[config.mk]
export PLATFORM = sky130hd
export DESIGN_NAME = pwm_audio_decoder_flat
export DESIGN_NICKNAME = d
export VERILOG_FILES = /design/src/rtl/pwm_audio_decoder_pkg.sv /design/src/rtl/pwm_audio_decoder_if.sv /design/src/rtl/pwm_window_integrator.sv /design/src/rtl/pwm_audio_decoder.sv /design/src/flat_wrapper.sv
export SDC_FILE = /design/constraint.sdc
export NUM_CORES = 1
export LEC_CHECK = 0
export CAP_MARGIN = 20
export CELL_PAD_IN_SITES_DETAIL_PLACEMENT = 0
export CELL_PAD_IN_SITES_GLOBAL_PLACEMENT = 2
export CORE_UTILIZATION = 41
export CTS_BUF_LIST = sky130_fd_sc_hd__clkbuf_4 sky130_fd_sc_hd__clkbuf_8
export DETAILED_ROUTE_END_ITERATION = 8
export DONT_BUFFER_PORTS = 1
export MAX_ROUTING_LAYER = met4
export PLACE_DENSITY = 0.82
export SLEW_MARGIN = 20
export SYNTH_ARGS = -nofsm -noshare
export SYNTH_HDL_FRONTEND = slang
export SYNTH_SLANG_ARGS = --single-unit
[constraint.sdc]
create_clock -name clk -period 2.5 [get_ports clk]
set_clock_uncertainty 0.2 [all_clocks]
set_input_delay 0.375 -clock clk [delete_from_list [all_inputs] [get_ports clk]]
set_output_delay 0.375 -clock clk [all_outputs]
set_load 0.03 [all_outputs]
[src/rtl/pwm_audio_decoder_pkg.sv]
// Shared constants for the PWM audio decoder: activity FSM encoding,
// period width and a saturating counter helper.
package pwm_audio_decoder_pkg;

    localparam int PERIOD_W = 16;

    localparam logic [0:0] ST_SILENT = 1'b0;
    localparam logic [0:0] ST_ACTIVE = 1'b1;

    function automatic logic [7:0] sat_inc8(input logic [7:0] value);
        logic [7:0] result;
        if (value == 8'hFF) begin
            result = value;
        end else begin
            result = value + 8'd1;
        end
        return result;
    endfunction

endpackage

[src/rtl/pwm_audio_decoder_if.sv]
// Sample handshake bundle between the decoder (master) and its consumer (slave).
interface pwm_audio_decoder_if #(
    parameter int WIN_BITS = 8
);
    logic [WIN_BITS-1:0] sample;
    logic                sample_valid;
    logic                sample_ready;

    modport master (output sample, output sample_valid, input sample_ready);
    modport slave  (input sample, input sample_valid, output sample_ready);
endinterface

[src/rtl/pwm_window_integrator.sv]
// Counts high cycles of the synchronized PWM bit over 2^WIN_BITS-cycle windows
// and presents a saturated total on the wrap cycle.
module pwm_window_integrator #(
    parameter int WIN_BITS = 8
) (
    input  logic                clk,
    input  logic                reset,
    input  logic                s,
    output logic                capture,
    output logic [WIN_BITS-1:0] capture_value
);

    localparam logic [WIN_BITS-1:0] CNT_ONE = {{(WIN_BITS-1){1'b0}}, 1'b1};
    localparam logic [WIN_BITS-1:0] CNT_MAX = {WIN_BITS{1'b1}};

    logic [WIN_BITS-1:0] win_cnt_r;
    logic [WIN_BITS:0]   acc_r;
    logic [WIN_BITS:0]   total_s;

    assign total_s = acc_r + {{WIN_BITS{1'b0}}, s};
    assign capture = (win_cnt_r == CNT_MAX);

    // A full window of ones overflows the sample width, so clamp it.
    always_comb begin
        if (total_s[WIN_BITS]) begin
            capture_value = CNT_MAX;
        end else begin
            capture_value = total_s[WIN_BITS-1:0];
        end
    end

    // Window counter and accumulator; the wrap cycle's bit is in the capture.
    always_ff @(posedge clk or negedge reset) begin
        if (!reset) begin
            win_cnt_r <= {WIN_BITS{1'b0}};
            acc_r     <= {(WIN_BITS+1){1'b0}};
        end else begin
            win_cnt_r <= win_cnt_r + CNT_ONE;
            if (capture) begin
                acc_r <= {(WIN_BITS+1){1'b0}};
            end else begin
                acc_r <= total_s;
            end
        end
    end

endmodule

[src/rtl/pwm_audio_decoder.sv]
// PWM audio demodulator: windowed duty-cycle samples with valid/ready handshake,
// overrun flag and silence detection. Define PWM_DEC_PERIOD_EN for edge-period measurement.
module pwm_audio_decoder
    import pwm_audio_decoder_pkg::*;
#(
    parameter int WIN_BITS        = 8,
    parameter int SILENCE_WINDOWS = 4
) (
    input  logic                clk,
    input  logic                reset,
    input  logic                sound,
    pwm_audio_decoder_if.master aud,
    output logic                overrun,
    output logic                silent,
    output logic [PERIOD_W-1:0] period,
    output logic                period_valid
);

    localparam logic [7:0] SILENCE_TH = 8'(SILENCE_WINDOWS);

    logic                sync1_r;
    logic                s_r;
    logic                capture_s;
    logic [WIN_BITS-1:0] capture_value_s;
    logic [WIN_BITS-1:0] sample_r;
    logic                sample_valid_r;
    logic                overrun_r;
    logic                handshake_s;
    logic [0:0]          state_r;
    logic [0:0]          state_next_s;
    logic [7:0]          zero_cnt_r;
    logic [7:0]          zero_cnt_next_s;
    logic                silent_r;

    // Two-flop synchronizer for the asynchronous PWM pin.
    always_ff @(posedge clk or negedge reset) begin
        if (!reset) begin
            sync1_r <= 1'b0;
            s_r     <= 1'b0;
        end else begin
            sync1_r <= sound;
            s_r     <= sync1_r;
        end
    end

    pwm_window_integrator #(
        .WIN_BITS(WIN_BITS)
    ) u_integrator (
        .clk          (clk),
        .reset        (reset),
        .s            (s_r),
        .capture      (capture_s),
        .capture_value(capture_value_s)
    );

    assign handshake_s      = sample_valid_r & aud.sample_ready;
    assign aud.sample       = sample_r;
    assign aud.sample_valid = sample_valid_r;
    assign overrun          = overrun_r;
    assign silent           = silent_r;

    // Output holding register; a capture always wins over a pending sample.
    always_ff @(posedge clk or negedge reset) begin
        if (!reset) begin
            sample_r       <= {WIN_BITS{1'b0}};
            sample_valid_r <= 1'b0;
            overrun_r      <= 1'b0;
        end else if (capture_s) begin
            sample_r       <= capture_value_s;
            sample_valid_r <= 1'b1;
            if (sample_valid_r && !aud.sample_ready) begin
                overrun_r <= 1'b1;
            end else if (handshake_s) begin
                overrun_r <= 1'b0;
            end else begin
                overrun_r <= overrun_r;
            end
        end else if (handshake_s) begin
            sample_valid_r <= 1'b0;
            overrun_r      <= 1'b0;
        end else begin
            sample_valid_r <= sample_valid_r;
            overrun_r      <= overrun_r;
        end
    end

    // Activity FSM next state, evaluated on each capture.
    always_comb begin
        state_next_s    = state_r;
        zero_cnt_next_s = zero_cnt_r;
        if (capture_s) begin
            if (capture_value_s != {WIN_BITS{1'b0}}) begin
                state_next_s    = ST_ACTIVE;
                zero_cnt_next_s = 8'd0;
            end else begin
                zero_cnt_next_s = sat_inc8(zero_cnt_r);
                if (zero_cnt_next_s >= SILENCE_TH) begin
                    state_next_s = ST_SILENT;
                end else begin
                    state_next_s = state_r;
                end
            end
        end else begin
            state_next_s    = state_r;
            zero_cnt_next_s = zero_cnt_r;
        end
    end

    // Activity FSM state with silent registered alongside it.
    always_ff @(posedge clk or negedge reset) begin
        if (!reset) begin
            state_r    <= ST_SILENT;
            zero_cnt_r <= 8'd0;
            silent_r   <= 1'b1;
        end else begin
            state_r    <= state_next_s;
            zero_cnt_r <= zero_cnt_next_s;
            silent_r   <= (state_next_s == ST_SILENT);
        end
    end

`ifdef PWM_DEC_PERIOD_EN
    logic                s_prev_r;
    logic                seen_edge_r;
    logic [PERIOD_W-1:0] per_cnt_r;
    logic [PERIOD_W-1:0] period_r;
    logic                period_valid_r;
    logic                rise_s;

    assign rise_s       = s_r & ~s_prev_r;
    assign period       = period_r;
    assign period_valid = period_valid_r;

    // Edge-to-edge period counter; no report for the first edge or a saturated count.
    always_ff @(posedge clk or negedge reset) begin
        if (!reset) begin
            s_prev_r       <= 1'b0;
            seen_edge_r    <= 1'b0;
            per_cnt_r      <= 16'd0;
            period_r       <= 16'd0;
            period_valid_r <= 1'b0;
        end else begin
            s_prev_r <= s_r;
            if (rise_s) begin
                per_cnt_r   <= 16'd0;
                seen_edge_r <= 1'b1;
                if (seen_edge_r && (per_cnt_r != 16'hFFFF)) begin
                    period_r       <= per_cnt_r + 16'd1;
                    period_valid_r <= 1'b1;
                end else begin
                    period_valid_r <= 1'b0;
                end
            end else begin
                period_valid_r <= 1'b0;
                if (per_cnt_r != 16'hFFFF) begin
                    per_cnt_r <= per_cnt_r + 16'd1;
                end else begin
                    per_cnt_r <= per_cnt_r;
                end
            end
        end
    end
`else
    assign period       = {PERIOD_W{1'b0}};
    assign period_valid = 1'b0;
`endif

endmodule

[src/flat_wrapper.sv]
// flat-port wrapper written by rule: the top's interface ports become plain ports
module pwm_audio_decoder_flat import pwm_audio_decoder_pkg::*;
#(
    parameter int WIN_BITS        = 8,
    parameter int SILENCE_WINDOWS = 4
)
  (clk, reset, sound, overrun, silent, period, period_valid, aud_sample, aud_sample_valid, aud_sample_ready);
  pwm_audio_decoder_if #(.WIN_BITS(WIN_BITS)) aud_i ();
  input  logic clk;
  input  logic reset;
  input  logic sound;
  output logic overrun;
  output logic silent;
  output logic [PERIOD_W-1:0] period;
  output logic period_valid;
  output wire logic [$bits(aud_i.sample)-1:0] aud_sample;
  output wire logic [$bits(aud_i.sample_valid)-1:0] aud_sample_valid;
  input wire logic [$bits(aud_i.sample_ready)-1:0] aud_sample_ready;
  assign aud_sample = aud_i.sample;
  assign aud_sample_valid = aud_i.sample_valid;
  assign aud_i.sample_ready = aud_sample_ready;
  pwm_audio_decoder #(.WIN_BITS(WIN_BITS), .SILENCE_WINDOWS(SILENCE_WINDOWS)) u_core (.clk(clk), .reset(reset), .sound(sound), .aud(aud_i), .overrun(overrun), .silent(silent), .period(period), .period_valid(period_valid));
endmodule
## Word-level counts from Yosys, hierarchy flattened

Cells that the tools add are included.
W data, S select, Z words.

- $add $sub $neg: 3
- $lt $le $gt $ge: 1
- Equality and inequality tests: 2
- Multiplexer cells: 14
- Bitwise gates (word level): 2
- Reduce and logical (&&, ||, !) cells: 4

Operators with widths:

| cell | count |
|---|---|
| $mux W8 | 5 |
| $add A8 B1 Y8 const B | 2 |
| $eq A8 B8 Y1 const B | 2 |
| $add A9 B1 Y9 | 1 |
| $mux W9 | 1 |
| $ge A8 B3 Y1 const B | 1 |
| $mux W1 | 8 |
| $reduce_bool A8 Y1 | 1 |
| $reduce_bool A2 Y1 | 1 |
| $and A1 B1 Y1 | 1 |
| $logic_and A1 B1 Y1 | 1 |
| $logic_not A1 Y1 | 1 |
| $not A1 Y1 | 1 |

- Register bits: 39
- Bits of input ports: 4
- Output and inout bits: 28
- Word-level logic and storage cells: 36

## Longest topological paths before layout

Gate-level depths: netlist of run 1.

- Word-level depth: 10
- Depth in mapped cells: 8
- Mapped depth without buffers: 7

## Cells and area by module

From an unflattened synthesis of run 1, not the netlist that was laid out.

- Cells, all modules: 213
- Area, all modules: 2168.3 um2

By module, submodules not included:

| module | times used | cells each | area each (um2) | seq. area each (um2) |
|---|---|---|---|---|
| pwm_audio_decoder | 1 | 123 | 1262.5 | 551.8 |
| pwm_window_integrator | 1 | 90 | 905.9 | 425.4 |

## Worst setup path before layout of run 1

OpenSTA, ideal clock, no wires.

- Path kind: flip-flop to flip-flop
- From: register u_core.u_integrator.acc_r[0]
- To: register u_core.zero_cnt_r[0]
- Arrival: 1908 ps
- Data required time: 2235 ps
- Slack: 327 ps
- Cell stages (with the launch flop): 8
- Path buffers: 0
- Clock period less this slack: 2173 ps
- Path through: dfrtp_1 -> ha_1 -> ha_1 -> xnor2_1 -> o211a_1 -> nand4_2 -> nor4_2 -> mux2_2

- Cells in the longest elaborated chain, start to end: 4

RTL lines:

| element | RTL line | text |
|---|---|---|
| start: declaration | pwm_window_integrator.sv:17 | `logic [WIN_BITS:0] acc_r;` |
| start signal: assignment | pwm_window_integrator.sv:36 | `acc_r <= {(WIN_BITS+1){1'b0}};` |
| start signal: assignment | pwm_window_integrator.sv:40 | `acc_r <= {(WIN_BITS+1){1'b0}};` |
| start signal: assignment | pwm_window_integrator.sv:42 | `acc_r <= total_s;` |
| $add A9 B1 Y9 | pwm_window_integrator.sv:20 | `assign total_s = acc_r + {{WIN_BITS{1'b0}}, s};` |
| $mux W8 | pwm_window_integrator.sv:25 | `if (total_s[WIN_BITS]) begin` |
| $reduce_bool A8 Y1 | pwm_audio_decoder.sv:92 | `if (capture_value_s != {WIN_BITS{1'b0}}) begin` |
| $mux W8 | pwm_audio_decoder.sv:92 |  |
| end signal: assignment | pwm_audio_decoder.sv:117 | `zero_cnt_r <= zero_cnt_next_s;` |
| end: declaration | pwm_audio_decoder.sv:31 | `logic [7:0] zero_cnt_r;` |

Every way passes these cells.
A chain may end at the register's enable or synchronous reset.

## Final worst setup path of run 1

- From: register u_core.s_r
- To: register u_core.zero_cnt_r[0]

- Cells in the longest elaborated chain, start to end: 4

RTL lines:

| element | RTL line | text |
|---|---|---|
| start: declaration | pwm_audio_decoder.sv:22 | `logic s_r;` |
| start signal: assignment | pwm_audio_decoder.sv:42 | `s_r <= sync1_r;` |
| $add A9 B1 Y9 | pwm_window_integrator.sv:20 |  |
| $mux W8 | pwm_window_integrator.sv:25 |  |
| $reduce_bool A8 Y1 | pwm_audio_decoder.sv:92 |  |
| $mux W8 | pwm_audio_decoder.sv:92 |  |

Every way passes these cells.

==> impl_metrics.toml, run 1 <==
[placement]
post-place-ws_ps = 185
hpwl_mm = 2.67
numPortBuffers = 0
gp_congestion = 0.859
dpl_cell_area_sq_um = 2000

[synth]
avgSynthCellArea_sq_um = 10.3
seq_area_frac_synth = 0.492
synth_most_common_cell = "dfrtp_1"
synth.distinct_cells = 48
synth-async-reset-ratio = 1.00
syn_area_sq_um = 1990
synth_common_cells = "dfrtp_1, nor2_1, buf_4"
ys.warnings.count = 0
ys.flop_type = "dfrtp_1"
yosys_register_bits = 39
syn_inst = 193
synthTopCellsByArea = "dfrtp_1, buf_4, nor2_1, xor2_1, nand3_1"
synth_edf_count = 0
yosysTopAreaCell = "dfrtp_1"
synth_top_area_share = 0.479

[pwr]
ir_worst_vdd_mv = 0.330
clkPwrFrac = 0.306
p_leak_nw = 0.992
switchingPower_w = 0.000491
p_sw_frac = 0.311
seqPwrFrac = 0.478
p_per_area_nw_per_um2 = 733
power_frac_comb = 0.216
power_w = 0.00158
cellInternalPower_w = 0.00109

[floorplanning]
io_pins = 32
die_h_microns = 71.6
core.rowCount = 24
core-area_sq_um = 4500
start_util = 0.441
die_w_microns = 71.6
die_area_sq_um = 5130

[clock_tree]
cts_root_buffer = "clkbuf_8"
clk_pin_slew_ps = 80
hold_buffers = 4
worstSkewPairLatency_ps = 300
cts_buffer_depth = 2
cts_tree = "yes"
ctsResizeCount = 0
cts_setup_buffers = 0
h-tree-depth = 2
cts_num_sinks = 39
numCtsBuffers = 5

[worst_setup_path]
cp.required_ps = 2540
startpoint_type = "flip-flop"
cp-end-kind = "flip-flop"
crit_top_cell = "ha_1"
cpPeakStageDelay_ps = 380
crit_fanout = 9
path_buf_inv = 0
slowest_stage = "dfrtp_1"
cpLargestDelayFamily = "simple AND/OR/NAND/NOR gates"
cp.arrival_ps = 2350
path_cells = "ha_1, ha_1, xnor2_1, o211a_1, nand4_2, nor4_2, mux2_2"
path_class = "flip-flop to flip-flop"

[sta]
timing.setup.tns_ps = 0
drv_slew = 0
fmax_mhz = 434
period_needed_ps = 2310
period_share = 0.923
timing.hold.ws_ps = 160
setup_viol = 0
setup_slack_ps = 193
final_hold_viol_count = 0
rsz0062_at_grt = "false"

[routing]
dr_total_vias = 1422
dr.pass1.iters = 4
wirelength_mm = 3.83
antenna_left = 0
viasPerCell = 5.55
post-route-drc-count = 0
drtIter0Drc = 85
wl_per_cell_microns = 15.0

[status]
status = "completed"

[global_routing]
grt_pass1_wl_mm = 6.61
grt_pass1_vias = 1478
grt_antenna_before_repair = 0
track_usage = 0.175
grt_start_max_net_pins = 40
grt-ovfl-total = 0

[layout]
num_antenna_cells = 0
final_area_sq_um = 2150
fin_nets = 211
areaGrowthSynthToFinish_pct = 8.32
drive_gt1_frac = 0.118

[hold_path]
min-delay-path-class = "flip-flop to flip-flop"

[job]
maxCapViolations = 0
## sequential cells by signal, indices dropped and copies added (netlist names), named ones only
signal / flops
u_core.aud.sample: 8
u_core.aud.sample_valid: 1
u_core.s_r: 1
u_core.silent: 1
u_core.sync1_r: 1
u_core.u_integrator.acc_r: 9
u_core.u_integrator.win_cnt_r: 8
u_core.zero_cnt_r: 8
## power by group through the flow
stage                     combinational, W  clock (W)  sequential [W]
after floorplan                   0.000263          0        0.000742
after global placement            0.000309          0        0.000763
after detailed placement          0.000317          0        0.000763
after CTS                         0.000342   0.000494        0.000752
after global routing              0.000375   0.000522        0.000760
final                             0.000340   0.000483        0.000753
## stage by stage
stage	std cells	util
floorplan	209	-
global placement	244	0.443
detailed placement	244	0.443
CTS	256	0.478
global route	256	0.478
finish	256	0.478
## per-layer routing
metal  vias to the layer above  GRT usage  routed length, microns
met5                         -          -                       0
met4                         0     0.0828                      76
met3                        10     0.0436                     143
met2                        30      0.289                    1850
met1                       707      0.202                    1770
li1                        675          -                       -
## worst paths after layout
path                           startpoint                            to  slack, ps  depth (start not counted)
max                            u_core.s_r          u_core.zero_cnt_r[0]        190                          7
min                        u_core.sync1_r                    u_core.s_r        160                          0
max reg2reg                    u_core.s_r          u_core.zero_cnt_r[0]        190                          7
min reg2reg                u_core.sync1_r                    u_core.s_r        160                          0
max in group asynchronous           reset                 u_core.silent       1510                          2
min in group asynchronous           reset  u_core.u_integrator.acc_r[8]        350                          2
## logic make-up (layout without fill, tap and decap cells)
group	count (synthesis)	after routing	synth area share
and+or+nand+nor	68	68	0.176
AOI/OAI and AO/OA	40	40	0.152
DFF	39	39	0.492
buffers and inverters	27	22	0.0895
xor gates and xnor gates	13	13	0.0573
adders and majority gates	4	4	0.0252
other	1	17	0.00189
muxes	1	1	0.00567
## cell usage in the layout, fill, tap and decap left out, types with 4 or more instances in the layout
cell type / count
a21oi_1: 10
xnor2_1: 6
dfrtp_1: 38
ha_1: 4
clkbuf_8: 7
conb_1: 17
nor3_1: 5
nand2_1: 9
nor2_1: 24
nand3_1: 11
buf_4: 7
o22a_1: 6
xor2_1: 7
and2_1: 5
## layout make-up
| class | count | area (sq um) |
|---|---|---|
| timing repair buffer | 11 | 103 |
| fill | 407 | 2350 |
| multi-input combinational | 143 | 891 |
| clock buffer | 8 | 104 |
| tap | 52 | 65.1 |
| sequential | 39 | 977 |
| inverter | 3 | 11.3 |
No activity file was read; power rests on OpenSTA's default activity.
==> run 2: changes to the inputs <==
--- a/config.mk
+++ b/config.mk
@@ -8,12 +8,11 @@
 export CAP_MARGIN = 20
 export CELL_PAD_IN_SITES_DETAIL_PLACEMENT = 0
 export CELL_PAD_IN_SITES_GLOBAL_PLACEMENT = 2
-export CORE_UTILIZATION = 41
+export CORE_UTILIZATION = 35
 export CTS_BUF_LIST = sky130_fd_sc_hd__clkbuf_4 sky130_fd_sc_hd__clkbuf_8
 export DETAILED_ROUTE_END_ITERATION = 8
-export DONT_BUFFER_PORTS = 1
 export MAX_ROUTING_LAYER = met4
-export PLACE_DENSITY = 0.82
+export PLACE_DENSITY = 0.84
 export SLEW_MARGIN = 20
 export SYNTH_ARGS = -nofsm -noshare
 export SYNTH_HDL_FRONTEND = slang
==> impl_metrics.toml, run 2 (synthesis gave the netlist of run 1 again) <==
[floorplanning]
die_w_microns = 77.3
core-area_sq_um = 5470
start_util = 0.363
io_pins = 32
die_h_microns = 77.3
core.rowCount = 27
die_area_sq_um = 5980

[routing]
antenna_left = 0
viasPerCell = 4.95
route.met2.wl_mm = 1.78
dr.pass1.iters = 4
wl_met1_mm = 1.88
wirelength_mm = 3.89
wl_per_cell_microns = 13.6
post-route-drc-count = 0
drtIter0Drc = 74
met3_length_microns = 148
dr_total_vias = 1415
highest_layer = "met4"

[layout]
top_register = "u_core.u_integrator.acc_r"
final_common_cell = "dfrtp_1"
num_antenna_cells = 0
fillers = 555
fin_cells = 286
largest_register_ffs = 9
drive_gt1_frac = 0.107
final_cell_mix = "dfrtp_1, nor2_1, conb_1"
areaGrowthSynthToFinish_pct = 14.2
fin_nets = 222

[sta]
slew_headroom = 0.669
period_share = 0.910
timing.setup.tns_ps = 0
fmax_mhz = 440
setup_viol = 0
worst_pin_slew_ps = 492
period_needed_ps = 2270
drv_slew = 0
timing.hold.ws_ps = 159
final_hold_viol_count = 0
rsz0062_at_grt = "false"

[worst_setup_path]
path_cells = "ha_1, ha_1, xnor2_1, o211a_1, nand4_2, nor4_2, mux2_2"
r2r_slack_ps = 230
crit_fanout = 9
crit_top_cell = "ha_1"
path_buf_inv = 0
path_class = "flip-flop to flip-flop"
cpLargestDelayFamily = "simple AND/OR/NAND/NOR gates"
cp-end-kind = "flip-flop"
cpPeakStageDelay_ps = 380
slowest_stage = "dfrtp_1"
startpoint_type = "flip-flop"
cp.arrival_ps = 2310
cp.required_ps = 2540

[pwr]
power_frac_comb = 0.222
p_sw_frac = 0.317
power_w = 0.00152
ir_worst_vdd_mv = 0.280
p_per_area_nw_per_um2 = 672
p_leak_nw = 1.02
seqPwrFrac = 0.493
clkPwrFrac = 0.285
cellInternalPower_w = 0.00104
switchingPower_w = 0.000484

[global_routing]
grt-ovfl-total = 0
grt_pass1_vias = 1359
grt_start_max_net_pins = 27
grt_pass1_wl_mm = 6.69
grt_antenna_before_repair = 0
track_usage = 0.151

[job]
maxCapViolations = 0

[clock_tree]
cts_num_sinks = 39
cts_root_buffer = "clkbuf_8"
h-tree-depth = 2
cts_buffer_depth = 2
ctsResizeCount = 0
worstSkewPairLatency_ps = 300
hold_buffers = 1
cts_setup_buffers = 0
clk_pin_slew_ps = 80
numCtsBuffers = 5
cts_tree = "yes"

[placement]
numPortBuffers = 14
gp_congestion = 0.805
dp_cells = 278
hpwl_mm = 2.69

[status]
status = "completed"

[hold_path]
min-delay-path-class = "flip-flop to flip-flop"
==> run 2: stage by stage <==
step | utilization | worst slack (ps) | cell area, sq um
floorplan | - | 327 | 2050
global route | 0.414 | 9.11 | 2270
finish | 0.414 | 225 | 2270
detailed placement | 0.396 | 238 | 2170
CTS | 0.414 | 201 | 2270
global placement | 0.396 | 284 | 2170
==> run 2: area by class of cell <==
class | count | area, sq um | area share
sequential | 39 | 977 | 0.431
multi-input combinational | 143 | 891 | 0.393
timing repair buffer | 22 | 210 | 0.0927
tap | 72 | 90.1 | 0.0397
clock buffer | 6 | 82.6 | 0.0364
inverter | 3 | 11.3 | 0.00497
clock inverter | 1 | 5.00 | 0.00221
==> run 2: layer usage <==
metal | track usage | vias to the layer above
met5 | - | -
met4 | 0.0679 | 0
met3 | 0.0429 | 6
met2 | 0.219 | 30
met1 | 0.194 | 684
li1 | - | 695
==> run 2: worst paths after layout <==
check / from / to / cells past startpoint
max in group asynchronous: reset / u_core.zero_cnt_r[4] / 3
worst min-delay path: u_core.sync1_r / u_core.s_r / 0
min in group asynchronous: reset / u_core.zero_cnt_r[7] / 2
worst max register to register: u_core.u_integrator.acc_r[0] / u_core.zero_cnt_r[0] / 7
worst max-delay path: u_core.u_integrator.acc_r[0] / u_core.zero_cnt_r[0] / 7
worst min register to register: u_core.sync1_r / u_core.s_r / 0
==> run 2: power by group through the flow <==
stage               Sequential [W]  Combinational (W)  Clock [W]
floorplan                 0.000742           0.000263          0
global placement          0.000762           0.000338          0
detailed placement        0.000762           0.000338          0
CTS                       0.000750           0.000342   0.000450
finish                    0.000751           0.000338   0.000435
global route              0.000758           0.000375   0.000486
